$ cat src/rtl/booth_mul_ctrl.sv
// Sequencing controller for a radix-16 Booth multiplier datapath.
// Issues one load, N_DIGITS partial-product steps, then holds the result until the consumer takes it.
module booth_mul_ctrl #(
    parameter int unsigned N_DIGITS = 8
) (
    input  logic       clk,
    input  logic       rst_n,
    input  logic       in_valid,
    output logic       in_ready,
    input  logic       abort,
    output logic       dp_load,
    output logic       dp_step,
    output logic [3:0] dp_digit_idx,
    output logic       dp_last,
    output logic       out_valid,
    input  logic       out_ready,
    output logic       busy
);

    localparam int unsigned CNT_W = 4;
    localparam logic [CNT_W-1:0] LAST_IDX = CNT_W'(N_DIGITS - 1);

    typedef enum logic [1:0] {
        S_IDLE,
        S_LOAD,
        S_RUN,
        S_DONE
    } state_e;

    state_e           state_q, state_d;
    logic [CNT_W-1:0] cnt_q, cnt_d;

    always_ff @(posedge clk or negedge rst_n) begin
        if (!rst_n) begin
            state_q <= S_IDLE;
            cnt_q   <= '0;
        end else begin
            state_q <= state_d;
            cnt_q   <= cnt_d;
        end
    end

    // Next state and state-decoded outputs; only in_ready looks at inputs.
    always_comb begin
        state_d      = state_q;
        cnt_d        = cnt_q;
        in_ready     = 1'b0;
        dp_load      = 1'b0;
        dp_step      = 1'b0;
        dp_digit_idx = '0;
        dp_last      = 1'b0;
        out_valid    = 1'b0;
        busy         = (state_q != S_IDLE);

        case (state_q)
            S_IDLE: begin
                in_ready = !abort;
                if (in_valid) begin
                    state_d = S_LOAD;
                end
            end
            S_LOAD: begin
                dp_load = 1'b1;
                cnt_d   = '0;
                state_d = S_RUN;
            end
            S_RUN: begin
                dp_step      = 1'b1;
                dp_digit_idx = cnt_q;
                dp_last      = (cnt_q == LAST_IDX);
                // Counter is parked at zero on exit so it never passes the last digit.
                if (cnt_q == LAST_IDX) begin
                    cnt_d   = '0;
                    state_d = S_DONE;
                end else begin
                    cnt_d = cnt_q + CNT_W'(1);
                end
            end
            S_DONE: begin
                out_valid = 1'b1;
                in_ready  = out_ready && !abort;
                if (out_ready) begin
                    state_d = in_valid ? S_LOAD : S_IDLE;
                end
            end
            default: begin
                state_d = S_IDLE;
                cnt_d   = '0;
            end
        endcase

        if (abort) begin
            state_d = S_IDLE;
            cnt_d   = '0;
        end
    end

endmodule

$ cat config.mk
export PLATFORM = sky130hd
export DESIGN_NAME = booth_mul_ctrl
export DESIGN_NICKNAME = d
export VERILOG_FILES = /design/src/rtl/booth_mul_ctrl.sv
export SDC_FILE = /design/constraint.sdc
export NUM_CORES = 1
export LEC_CHECK = 0
export BUFFER_PORTS_ARGS = -buffer_cell sky130_fd_sc_hd__buf_2
export CAP_MARGIN = 0
export CORE_AREA = 3 3 40 42
export CTS_CLUSTER_SIZE = 28
export DETAILED_ROUTE_END_ITERATION = 16
export DIE_AREA = 0 0 43 45
export PLACE_DENSITY_LB_ADDON = 0.15
export RECOVER_POWER = 50
export SLEW_MARGIN = 20
export SYNTH_ARGS = -nofsm -noshare
export SYNTH_HDL_FRONTEND = slang
export SYNTH_SLANG_ARGS = --single-unit
$ cat constraint.sdc
create_clock -name clk -period 1.6 [get_ports clk]
set_input_delay 0.24 -clock clk [delete_from_list [all_inputs] [get_ports clk]]
set_output_delay 0.24 -clock clk [all_outputs]
set_load 0.01 [all_outputs]
==> run summary <==
The worst slew margin relative to its limit came out at 80.3%. The largest clock skew in the final design came out at 1.84 ps. CTS built an H-tree with a depth of 1. The area of the die is 1940 um^2. The number of slew-limit violations in the final report is 0. The first-pass GRT wire length is between 1.5 and 2 mm. The antenna diode count came out at 0. The number of endpoints with negative hold slack in the final report was 0. The max capacitance violation total came out at 0.

The chip width is 43 um. For hold timing, the worst endpoint is cnt_q[1]. The clock slew at the register clock pins of the worst setup and hold paths is 40 ps. After synthesis, the mean cell area works out to about 10 um^2. After routing the design area is 643 um^2. The internal reg-to-reg setup slack came out at 50 ps. The wire-length estimate of the detail-placed layout is between 700 and 800 um. The start point of the worst min-delay path is abort. STA classifies the critical path endpoint as an output port. In this run the remaining antenna-violating nets after routing total 0. Net switching is 41.4% of the power. Clock latency on the worst-skew pair, taken at its later pin, is 230 ps. TritonCTS built the clock tree. The distinct cell type count after synthesis came out at 22. The count of buffers inserted at the top-level ports is 14. The total global routing track utilization is between 10% and 20%. Leaving out fill and tap cells, the most frequent cells in the layout are sky130_fd_sc_hd__buf_2 (13), sky130_fd_sc_hd__dfrtp_1 (5), sky130_fd_sc_hd__a21oi_1 (4), sky130_fd_sc_hd__buf_4 (4).

The clock share of power is 13.4%. The shortest period the worst path allows came out at 1550 ps. The count of nets after finishing is 81. The die is 45 um tall. The register area share after synthesis came out at about a third. The worst path uses 96.7% of the clock period. The critical path launch point type is a flip-flop. The maximum number of pins on one net before global-route repair came out at 8.

The number of global-route vias before repair came out at between 300 and 400. Dividing total power by cell area gives a power density of roughly 1500 nW/um^2. For this design the total switching power over the nets is about 0.4 mW. The first routing iteration left 3 violations. The final RePlAce weighted congestion is around 0.71. The proportion of power drawn by flip-flops and latches is 23.2%. The share of layout cells above drive strength 1 is between 50% and 60%. The count of standard-cell rows is 13.

For this block, the via count after detailed routing is 395. The worst stage delay on the critical path is 430 ps. The required time at the worst-slack endpoint is 1360 ps.

The flow ran to the end, and the final reports show no timing, DRC or antenna violations. The netlist area before placement is between 400 and 500 um^2. The post-synthesis share of cell area spent on full adders, half adders and majority gates came out at 13.4%. Summing all placed instances gives a cell area of ~560 um^2. The routed length per placed instance is roughly 12 um.

Setup repair after global routing could not meet its margin everywhere. The worst hold path belongs to the class in2reg. Setup violations remaining at the end of the flow were counted as 0. The placeable core region came out at 1280 um^2. For this configuration, the core starts out at a cell density of 36.3%. The worst register-to-register path begins at state_q[1]. The number of instances in the synthesized netlist is 48. The proportion of power drawn by combinational gates came out at 63.3%. During synthesis, Yosys emitted a total of 0 warnings. The number of flip-flops and latches in the synthesized netlist is 6. The achievable frequency is 0.646 GHz. The cell depth of the worst flop-to-flop path came out at 6.

In this run the critical register-to-register path is captured at state_q[0]. The fraction of the mapped netlist area in compound gates came out at between 10% and 20%. The area overhead of the layout relative to synthesis is 37.8%.

The internal power is 0.568 mW. At the worst endpoint, the arrival time is approximately 1300 ps. 15 I/O pins were placed.

The simple-gate share of the synthesized area came out at 23.1%. The largest individual stage delay along the critical path comes from the cell sky130_fd_sc_hd__dfrtp_2. The post-synthesis net count is 58. The post-route DRC violation count came out at 0.

Walking the worst path, the cells encountered are ha_4, and2_1, and3b_2, buf_2. In this run the static leakage power is ~0.33 nW. The mux cell area share after synthesis came out at 5.36%.

The worst-case clock buffer depth is 2. The final global-route overflow total came out at 0. The first-pass detailed-route iteration total came out at 2. The maximum VDD drop came out at 0.710 mV. The initial antenna violation count is 0.

The via count normalized by instance count is 4.70. The share of the synthesized netlist area taken by xor and xnor gates is 3.75%. The library cell used most frequently in the layout, excluding fill and tap cells, is sky130_fd_sc_hd__buf_2. The number of clock sinks seen by CTS came out at 6.

Of all nets on the critical path, the largest fanout is 5. Hold is met by 270 ps. Clock tree synthesis inserted a total of 3 buffers. The setup path with the least slack is of type reg2out. At the pin with the least slew margin, the transition time is 296 ps.

The cell sitting at the root of the clock tree is a sky130_fd_sc_hd__clkbuf_4. By area, the combinational part of the netlist is dominated by simple AND/OR/NAND/NOR gates. The cell count of the worst hold path came out at 2.

The wire length after detailed routing came out at 972 um.
[per-layer routing]
layer	track usage (%)	wire, um
met5	0	0
met4	5.42	0
met3	1.59	48
met2	17.4	501
met1	13.6	422
[cells in the mapped netlist]
master | n | share of area (%)
sky130_fd_sc_hd__nand3_1 | 2 | 2.1
sky130_fd_sc_hd__and2_1 | 3 | 4.0
sky130_fd_sc_hd__dfrtp_1 | 6 | 32
sky130_fd_sc_hd__nor3_1 | 2 | 2.1
sky130_fd_sc_hd__a21boi_4 | 1 | 4.0
sky130_fd_sc_hd__and3b_2 | 1 | 2.1
sky130_fd_sc_hd__nor2_1 | 2 | 1.6
sky130_fd_sc_hd__nand3_2 | 1 | 2.1
sky130_fd_sc_hd__nand3b_1 | 1 | 1.6
sky130_fd_sc_hd__buf_6 | 1 | 2.4
sky130_fd_sc_hd__o21ai_0 | 2 | 2.1
sky130_fd_sc_hd__o22ai_4 | 1 | 4.3
sky130_fd_sc_hd__nor3b_1 | 2 | 3.2
sky130_fd_sc_hd__and2_2 | 1 | 1.6
sky130_fd_sc_hd__mux2i_1 | 1 | 2.1
sky130_fd_sc_hd__a21oi_1 | 5 | 5.4
sky130_fd_sc_hd__ha_1 | 5 | 13
sky130_fd_sc_hd__nand2_1 | 3 | 2.4
sky130_fd_sc_hd__inv_1 | 4 | 3.2
sky130_fd_sc_hd__inv_2 | 1 | 0.80
sky130_fd_sc_hd__xor2_1 | 2 | 3.8
sky130_fd_sc_hd__mux2_4 | 1 | 3.2
[worst max path at each step]
| stage | from | endpoint | cells after the start |
|---|---|---|---|
| after floorplan | state_q[0] | state_q[0] | 6 |
| after global placement | state_q[0] | state_q[0] | 6 |
| after detailed placement | state_q[0] | state_q[0] | 6 |
| after CTS | state_q[0] | dp_last | 5 |
| after global routing | state_q[1] | in_ready | 5 |
| final | state_q[1] | dp_last | 4 |
[area by class of cell]
| cell class | instances | area (um^2) |
|---|---|---|
| Clock buffer | 3 | 22.5 |
| Inverter | 5 | 18.8 |
| Tap cell | 15 | 18.8 |
| Fill cell | 126 | 642 |
| Sequential cell | 6 | 151 |
| Timing Repair Buffer | 19 | 109 |
| Multi-Input combinational cell | 36 | 323 |
[sequential cells by signal (all words and copies together) (netlist names)]
signal	cells
cnt_q	4
state_q	2
[cell families (layout without fill, tap and decap cells)]
| group | Yosys count | count (layout) |
|---|---|---|
| simple gates | 18 | 18 |
| compound gates | 9 | 9 |
| flops | 6 | 6 |
| buf+inv | 6 | 27 |
| fa+ha+maj | 5 | 5 |
| xor+xnor | 2 | 2 |
| mux | 2 | 2 |
[repair_timing]
action | 4_1_cts | 5_1_grt
pin swaps | 0 | 1
hold endpoints to repair | 6 | 0
hold buffers | 1 | 0
gates resized for setup | 1 | 9
setup buffers | 1 | 1
endpoints found under the setup margin | 5 | 6
[critical path: cells and delay by family (launching register included)]
family | cells | cell delay [ps]
adders and majority gates | 1 | 190
buffers and inverters | 1 | 130
DFF | 1 | 430
and+or+nand+nor | 2 | 320
[power by group through the flow]
stage          clock network, mW  registers (mW)  logic, mW
6_report                   0.130           0.225      0.614
5_1_grt                    0.143           0.231      0.678
4_1_cts                    0.140           0.215      0.526
3_5_place_dp                   0           0.227      0.490
3_3_place_gp                   0           0.226      0.494
2_1_floorplan                  0           0.221      0.364
[through the flow]
stage                     total power, mW  setup TNS, ps  instances  utilization, %  setup slack (ps)
after floorplan                     0.585              0         48               -              73.1
after global placement              0.720              0         78            43.5              86.9
after detailed placement            0.717              0         78            43.5              52.2
after CTS                           0.880          -28.1         83            46.8             -28.1
after global routing                 1.05          -24.8         84            50.0             -24.8
final                               0.969              0         84            50.0              52.2
Note: power is estimated with default switching activity, not from simulation.
